### config.mk
export PLATFORM = sky130hd
export DESIGN_NAME = ysyx_24100006_trap_seq
export DESIGN_NICKNAME = d
export VERILOG_FILES = /design/src/rtl/ysyx_24100006_trap_seq_pkg.sv /design/src/rtl/ysyx_24100006_mstatus_upd.sv /design/src/rtl/ysyx_24100006_trap_seq.sv
export SDC_FILE = /design/constraint.sdc
export NUM_CORES = 1
export LEC_CHECK = 0
export BUFFER_PORTS_ARGS = -buffer_cell sky130_fd_sc_hd__clkbuf_2
export CAP_MARGIN = 30
export CORE_AREA = 2 2 117 119
export CTS_CLUSTER_DIAMETER = 50
export DETAILED_ROUTE_END_ITERATION = 8
export DIE_AREA = 0 0 119 121
export PLACE_DENSITY_LB_ADDON = 0.25
export SYNTH_ARGS = -nofsm -noshare
export SYNTH_HDL_FRONTEND = slang
export SYNTH_SLANG_ARGS = --single-unit
### constraint.sdc
create_clock -name clk -period 5.3 [get_ports clk]
set_input_delay 0.53 -clock clk [delete_from_list [all_inputs] [get_ports clk]]
set_output_delay 0.53 -clock clk [all_outputs]
set_load 0.01 [all_outputs]
### src/rtl/ysyx_24100006_trap_seq_pkg.sv
// Shared constants for the trap/mret CSR sequencer.
//   - Machine-mode CSR addresses touched by the sequencer.
//   - mstatus bit positions (MIE, MPIE, MPP).
//   - Sequencer state encoding.
package ysyx_24100006_trap_seq_pkg;

  localparam logic [11:0] CSR_MSTATUS = 12'h300;
  localparam logic [11:0] CSR_MTVEC   = 12'h305;
  localparam logic [11:0] CSR_MEPC    = 12'h341;
  localparam logic [11:0] CSR_MCAUSE  = 12'h342;

  localparam int MSTATUS_MIE    = 3;
  localparam int MSTATUS_MPIE   = 7;
  localparam int MSTATUS_MPP_LO = 11;
  localparam int MSTATUS_MPP_HI = 12;

  typedef enum logic [2:0] {
    S_IDLE,
    S_T_EPC,
    S_T_CAUSE,
    S_T_STAT,
    S_T_VEC,
    S_R_STAT,
    S_R_VEC
  } state_t;

endpackage

### src/rtl/ysyx_24100006_mstatus_upd.sv
// Combinational mstatus rewrite for trap entry and mret.
//   mstatus     in   current mstatus value
//   is_mret     in   1 = mret update, 0 = trap-entry update
//   mstatus_new out  updated mstatus; bits other than MIE/MPIE/MPP pass through
module ysyx_24100006_mstatus_upd
  import ysyx_24100006_trap_seq_pkg::*;
#(
  parameter int DATA_WIDTH = 32
) (
  input  logic [DATA_WIDTH-1:0] mstatus,
  input  logic                  is_mret,
  output logic [DATA_WIDTH-1:0] mstatus_new
);

  always_comb begin
    mstatus_new = mstatus;
    if (is_mret) begin
      mstatus_new[MSTATUS_MIE]  = mstatus[MSTATUS_MPIE];
      mstatus_new[MSTATUS_MPIE] = 1'b1;
    end else begin
      mstatus_new[MSTATUS_MPIE] = mstatus[MSTATUS_MIE];
      mstatus_new[MSTATUS_MIE]  = 1'b0;
    end
    // Only M-mode exists, so MPP is always M in both directions.
    mstatus_new[MSTATUS_MPP_HI:MSTATUS_MPP_LO] = 2'b11;
  end

endmodule

### src/rtl/ysyx_24100006_trap_seq.sv
// Trap-entry / mret sequencer in front of the single-write-port CSR file.
// Serialises mepc, mcause and mstatus writes, then redirects fetch. While
// idle it passes the core's CSR-instruction traffic straight through.
//   trap_valid/cause/epc, mret_valid, req_ready : request from commit
//   csrw_valid/addr/data, csrw_ready            : CSR-instruction write
//   core_raddr, core_rdata                      : ID-stage CSR read
//   csr_wen/waddr/wdata, csr_raddr, csr_rdata   : CSR file port
//   redirect_valid, redirect_pc                 : PC redirect to IFU
//   busy                                        : commit stall
module ysyx_24100006_trap_seq
  import ysyx_24100006_trap_seq_pkg::*;
#(
  parameter int ADDR_WIDTH = 12,
  parameter int DATA_WIDTH = 32
) (
  input  logic                  clk,
  input  logic                  rst,
  input  logic                  trap_valid,
  input  logic [DATA_WIDTH-1:0] trap_cause,
  input  logic [DATA_WIDTH-1:0] trap_epc,
  input  logic                  mret_valid,
  output logic                  req_ready,
  input  logic                  csrw_valid,
  input  logic [ADDR_WIDTH-1:0] csrw_addr,
  input  logic [DATA_WIDTH-1:0] csrw_data,
  output logic                  csrw_ready,
  input  logic [ADDR_WIDTH-1:0] core_raddr,
  output logic [DATA_WIDTH-1:0] core_rdata,
  output logic                  csr_wen,
  output logic [ADDR_WIDTH-1:0] csr_waddr,
  output logic [DATA_WIDTH-1:0] csr_wdata,
  output logic [ADDR_WIDTH-1:0] csr_raddr,
  input  logic [DATA_WIDTH-1:0] csr_rdata,
  output logic                  redirect_valid,
  output logic [DATA_WIDTH-1:0] redirect_pc,
  output logic                  busy
);

  state_t                state;
  logic [DATA_WIDTH-1:0] epc_q;
  logic [DATA_WIDTH-1:0] cause_q;
  logic [DATA_WIDTH-1:0] mstatus_new;
  logic                  is_mret;

  assign is_mret = (state == S_R_STAT);

  ysyx_24100006_mstatus_upd #(.DATA_WIDTH(DATA_WIDTH)) u_mstatus_upd (
    .mstatus     (csr_rdata),
    .is_mret     (is_mret),
    .mstatus_new (mstatus_new)
  );

  always_ff @(posedge clk or posedge rst) begin
    if (rst) begin
      state   <= S_IDLE;
      epc_q   <= '0;
      cause_q <= '0;
    end else begin
      case (state)
        S_IDLE: begin
          // Trap has priority; a simultaneous mret is dropped.
          if (trap_valid) begin
            epc_q   <= trap_epc;
            cause_q <= trap_cause;
            state   <= S_T_EPC;
          end else if (mret_valid) begin
            state <= S_R_STAT;
          end
        end
        S_T_EPC:   state <= S_T_CAUSE;
        S_T_CAUSE: state <= S_T_STAT;
        S_T_STAT:  state <= S_T_VEC;
        S_T_VEC:   state <= S_IDLE;
        S_R_STAT:  state <= S_R_VEC;
        S_R_VEC:   state <= S_IDLE;
        default:   state <= S_IDLE;
      endcase
    end
  end

  assign busy       = (state != S_IDLE);
  assign req_ready  = (state == S_IDLE);
  assign csrw_ready = (state == S_IDLE);
  assign core_rdata = csr_rdata;

  always_comb begin
    csr_wen        = 1'b0;
    csr_waddr      = csrw_addr;
    csr_wdata      = csrw_data;
    csr_raddr      = core_raddr;
    redirect_valid = 1'b0;
    redirect_pc    = '0;
    case (state)
      S_IDLE: csr_wen = csrw_valid;
      S_T_EPC: begin
        csr_wen   = 1'b1;
        csr_waddr = ADDR_WIDTH'(CSR_MEPC);
        csr_wdata = epc_q;
      end
      S_T_CAUSE: begin
        csr_wen   = 1'b1;
        csr_waddr = ADDR_WIDTH'(CSR_MCAUSE);
        csr_wdata = cause_q;
      end
      S_T_STAT, S_R_STAT: begin
        // Read-modify-write in one cycle against the combinational read port.
        csr_raddr = ADDR_WIDTH'(CSR_MSTATUS);
        csr_wen   = 1'b1;
        csr_waddr = ADDR_WIDTH'(CSR_MSTATUS);
        csr_wdata = mstatus_new;
      end
      S_T_VEC: begin
        // Direct mode only: mode bits of mtvec are ignored.
        csr_raddr      = ADDR_WIDTH'(CSR_MTVEC);
        redirect_valid = 1'b1;
        redirect_pc    = {csr_rdata[DATA_WIDTH-1:2], 2'b00};
      end
      S_R_VEC: begin
        csr_raddr      = ADDR_WIDTH'(CSR_MEPC);
        redirect_valid = 1'b1;
        redirect_pc    = csr_rdata;
      end
      default: ;
    endcase
  end

endmodule

==> impl_metrics.json <==
{
  "status": "completed",
  "cts_sinks": 67,
  "ys_seq_area_share_pct": 34.9,
  "core_mm2": 0.0131,
  "syn_avg_cell_area_um2": 11.0,
  "final-hold-violation-count": 0,
  "ctsResizeCount": 0,
  "postCtsHoldBufs": 0,
  "fin_crit_ps": 3470,
  "synth_compound_area_share_pct": 17.2,
  "synth_xor_area_share_pct": 0.182,
  "grtUsageTotal_pct": 21.1,
  "synth-async-reset-ratio_pct": 100,
  "worstReg2RegStart": "state[1]$_DFFE_PP0P_",
  "synth_simple_gate_area_share_pct": 10.3,
  "yosys-top-cells-count": "67 x dfrtp_1, 60 x mux2_4, 35 x buf_4",
  "post-route-period-util_pct": 65.4,
  "startpoint_type": "flip-flop",
  "ys_seq_elements": 67,
  "synth_most_common_cell": "dfrtp_1",
  "yosysUniqueCellTypes": 37,
  "synth-edff-count": 0,
  "die_h_um": 121,
  "placed_area_mm2": 0.00600,
  "cap_violations": 0,
  "port_buffers": 281,
  "clk_pin_slew_ps": 50,
  "rows": 42,
  "total_power_w": 0.00394,
  "crit_start": "state[2]$_DFFE_PP0P_",
  "synthAdderAreaFrac_pct": 0,
  "synth_largest_area_cell": "dfrtp_1",
  "die_x_um": 119,
  "first_pass_iters": 5,
  "drive_above_1_share_pct": 56.9,
  "ys.flop_type": "dfrtp_1",
  "io_pins": 282,
  "fmaxAchievable_mhz": 288,
  "htreeDepth": 3,
  "antenna_found_initial": 0,
  "rsz0062_at_grt": "false",
  "wl_um": 15700,
  "peakVddDrop_mv": 0.256,
  "cts_tree": "built",
  "synth_cells": 436,
  "cts_made_buffers": 9,
  "yosysWarnings": 0,
  "postRouteAntennaNets": 0,
  "cts_root_buffer": "clkbuf_16",
  "overflow": 0,
  "cp.arrival_ps": 2940,
  "areaGrowthSynthToFinish_pct": 31.6,
  "whs_ps": 296,
  "synth_top_area_share_pct": 34.9,
  "synth_top_family_by_area": "multiplexers",
  "grt_pass1_vias": 4542,
  "start_util_pct": 36.7,
  "worstSetupPathType": "flip-flop to output pin",
  "clock_latency_ps": 320,
  "dpl.hpwl_um": 11300,
  "max_slew.worst_pin.slew_ps": 795,
  "routabilityCongestion": 0.808,
  "grt_pass1_wl_um": 23800,
  "clock_skew_ps": 5.97,
  "crit_required_ps": 4770,
  "crit_fanout": 48,
  "grt_max_degree": 55,
  "wl_per_cell_um": 18.6,
  "cts_setup_buffers": 0,
  "nets": 819,
  "muxShareOfSynthArea_pct": 25.8,
  "slew_headroom_pct": 47.0,
  "p_leak_nw": 3.23,
  "hold_path.class": "input port to asynchronous set/reset pin",
  "synthTopCellsByArea": "dfrtp_1 35%, mux2_4 19%, mux2i_1 5.8%",
  "maxSlewViolCount": 0,
  "pwr_density_cell_mw_per_mm2": 624,
  "syn-num-nets": 593,
  "drc": 0,
  "design_area_mm2": 0.00631,
  "avgViaCountPerCell": 5.35,
  "setup_violations": 0,
  "final_util_pct": 48.3,
  "vias": 4509,
  "syn_area_mm2": 0.00480,
  "die_area_mm2": 0.0144,
  "drt_iter0_drc": 250,
  "fin_tns_setup_ps": 0,
  "cts_buffer_depth": 2,
  "setup.worst_path.end_class": "output pin"
}
[cell usage in the layout, fill, tap and decap left out, types with 3 or more instances in the layout]
master / count
o21ai_0: 10
clkbuf_2: 281
and2_1: 14
o32ai_1: 29
mux2_2: 5
nor2b_1: 3
dfrtp_1: 65
mux2_4: 60
buf_4: 7
nand2b_1: 9
a221oi_1: 27
nand3_1: 4
a21oi_1: 6
o22ai_1: 33
nor2_1: 5
inv_1: 4
mux2i_1: 28
and3_1: 32
nand2_1: 5
clkbuf_16: 9
inv_2: 3
[final timing paths]
check / end / slack, ps / cells past startpoint
worst max-delay path: csr_wdata[8] / 1830 / 6
worst min-delay path: epc_q[30]$_DFFE_PP0P_ / 300 / 2
worst max register to register: cause_q[6]$_DFFE_PP0P_ / 2450 / 7
worst min register to register: cause_q[6]$_DFFE_PP0P_ / 510 / 1
max in group asynchronous: state[2]$_DFFE_PP0P_ / 4050 / 3
min in group clk: epc_q[29]$_DFFE_PP0P_ / 440 / 2
[worst max-delay path, cell delays in order (launching register included)]
cell and delay, ps:
dfrtp_4 730, buf_4 570, nand2b_1 260, buf_4 380, o22ai_1 150, a221oi_1 310, clkbuf_2 190
[sequential cells by signal (all words and copies together) (netlist names)]
register,flops
cause_q,32
epc_q,32
state,3
[kinds of logic (layout without fill, tap and decap cells)]
kind of cell / after synthesis / in the layout
buffers and inverters: 83 / 313
multiplexers: 93 / 93
AO/OA/AOI/OAI: 111 / 111
flip-flops: 67 / 67
AND/OR/NAND/NOR: 81 / 81
XOR/XNOR: 1 / 1
other: 0 / 1
[cell type report]
class,count,area [um2]
inverters,7,26.3
diodes,1,2.50
clock buffers,13,260
repair buffers,291,1520
fillers,1268,6770
multi-input cells,286,2570
clock inverters,2,35.0
well taps,176,220
flip-flops and latches,67,1680
[metal layers]
layer / GRT usage, % / wire, um / part of all wire (%)
met1: 26.6 / 6650 / 42
met2: 36.9 / 7800 / 50
met5: 0 / 0 / 0
met4: 6.25 / 249 / 1.6
met3: 3.90 / 966 / 6.2
[where the power goes]
group          switching (W)  internal [W]  total, W
sequential          0.000225      0.000780   0.00100
combinational        0.00119       0.00115   0.00234
clock               0.000207      0.000387  0.000594
[through the flow]
stage	cells	setup WS, ps
after detailed placement	826	2130
after global routing	842	1630
after global placement	824	2030
final	843	1830
after floorplan	436	3090
after CTS	841	1770
(Power assumes the default switching activity.)
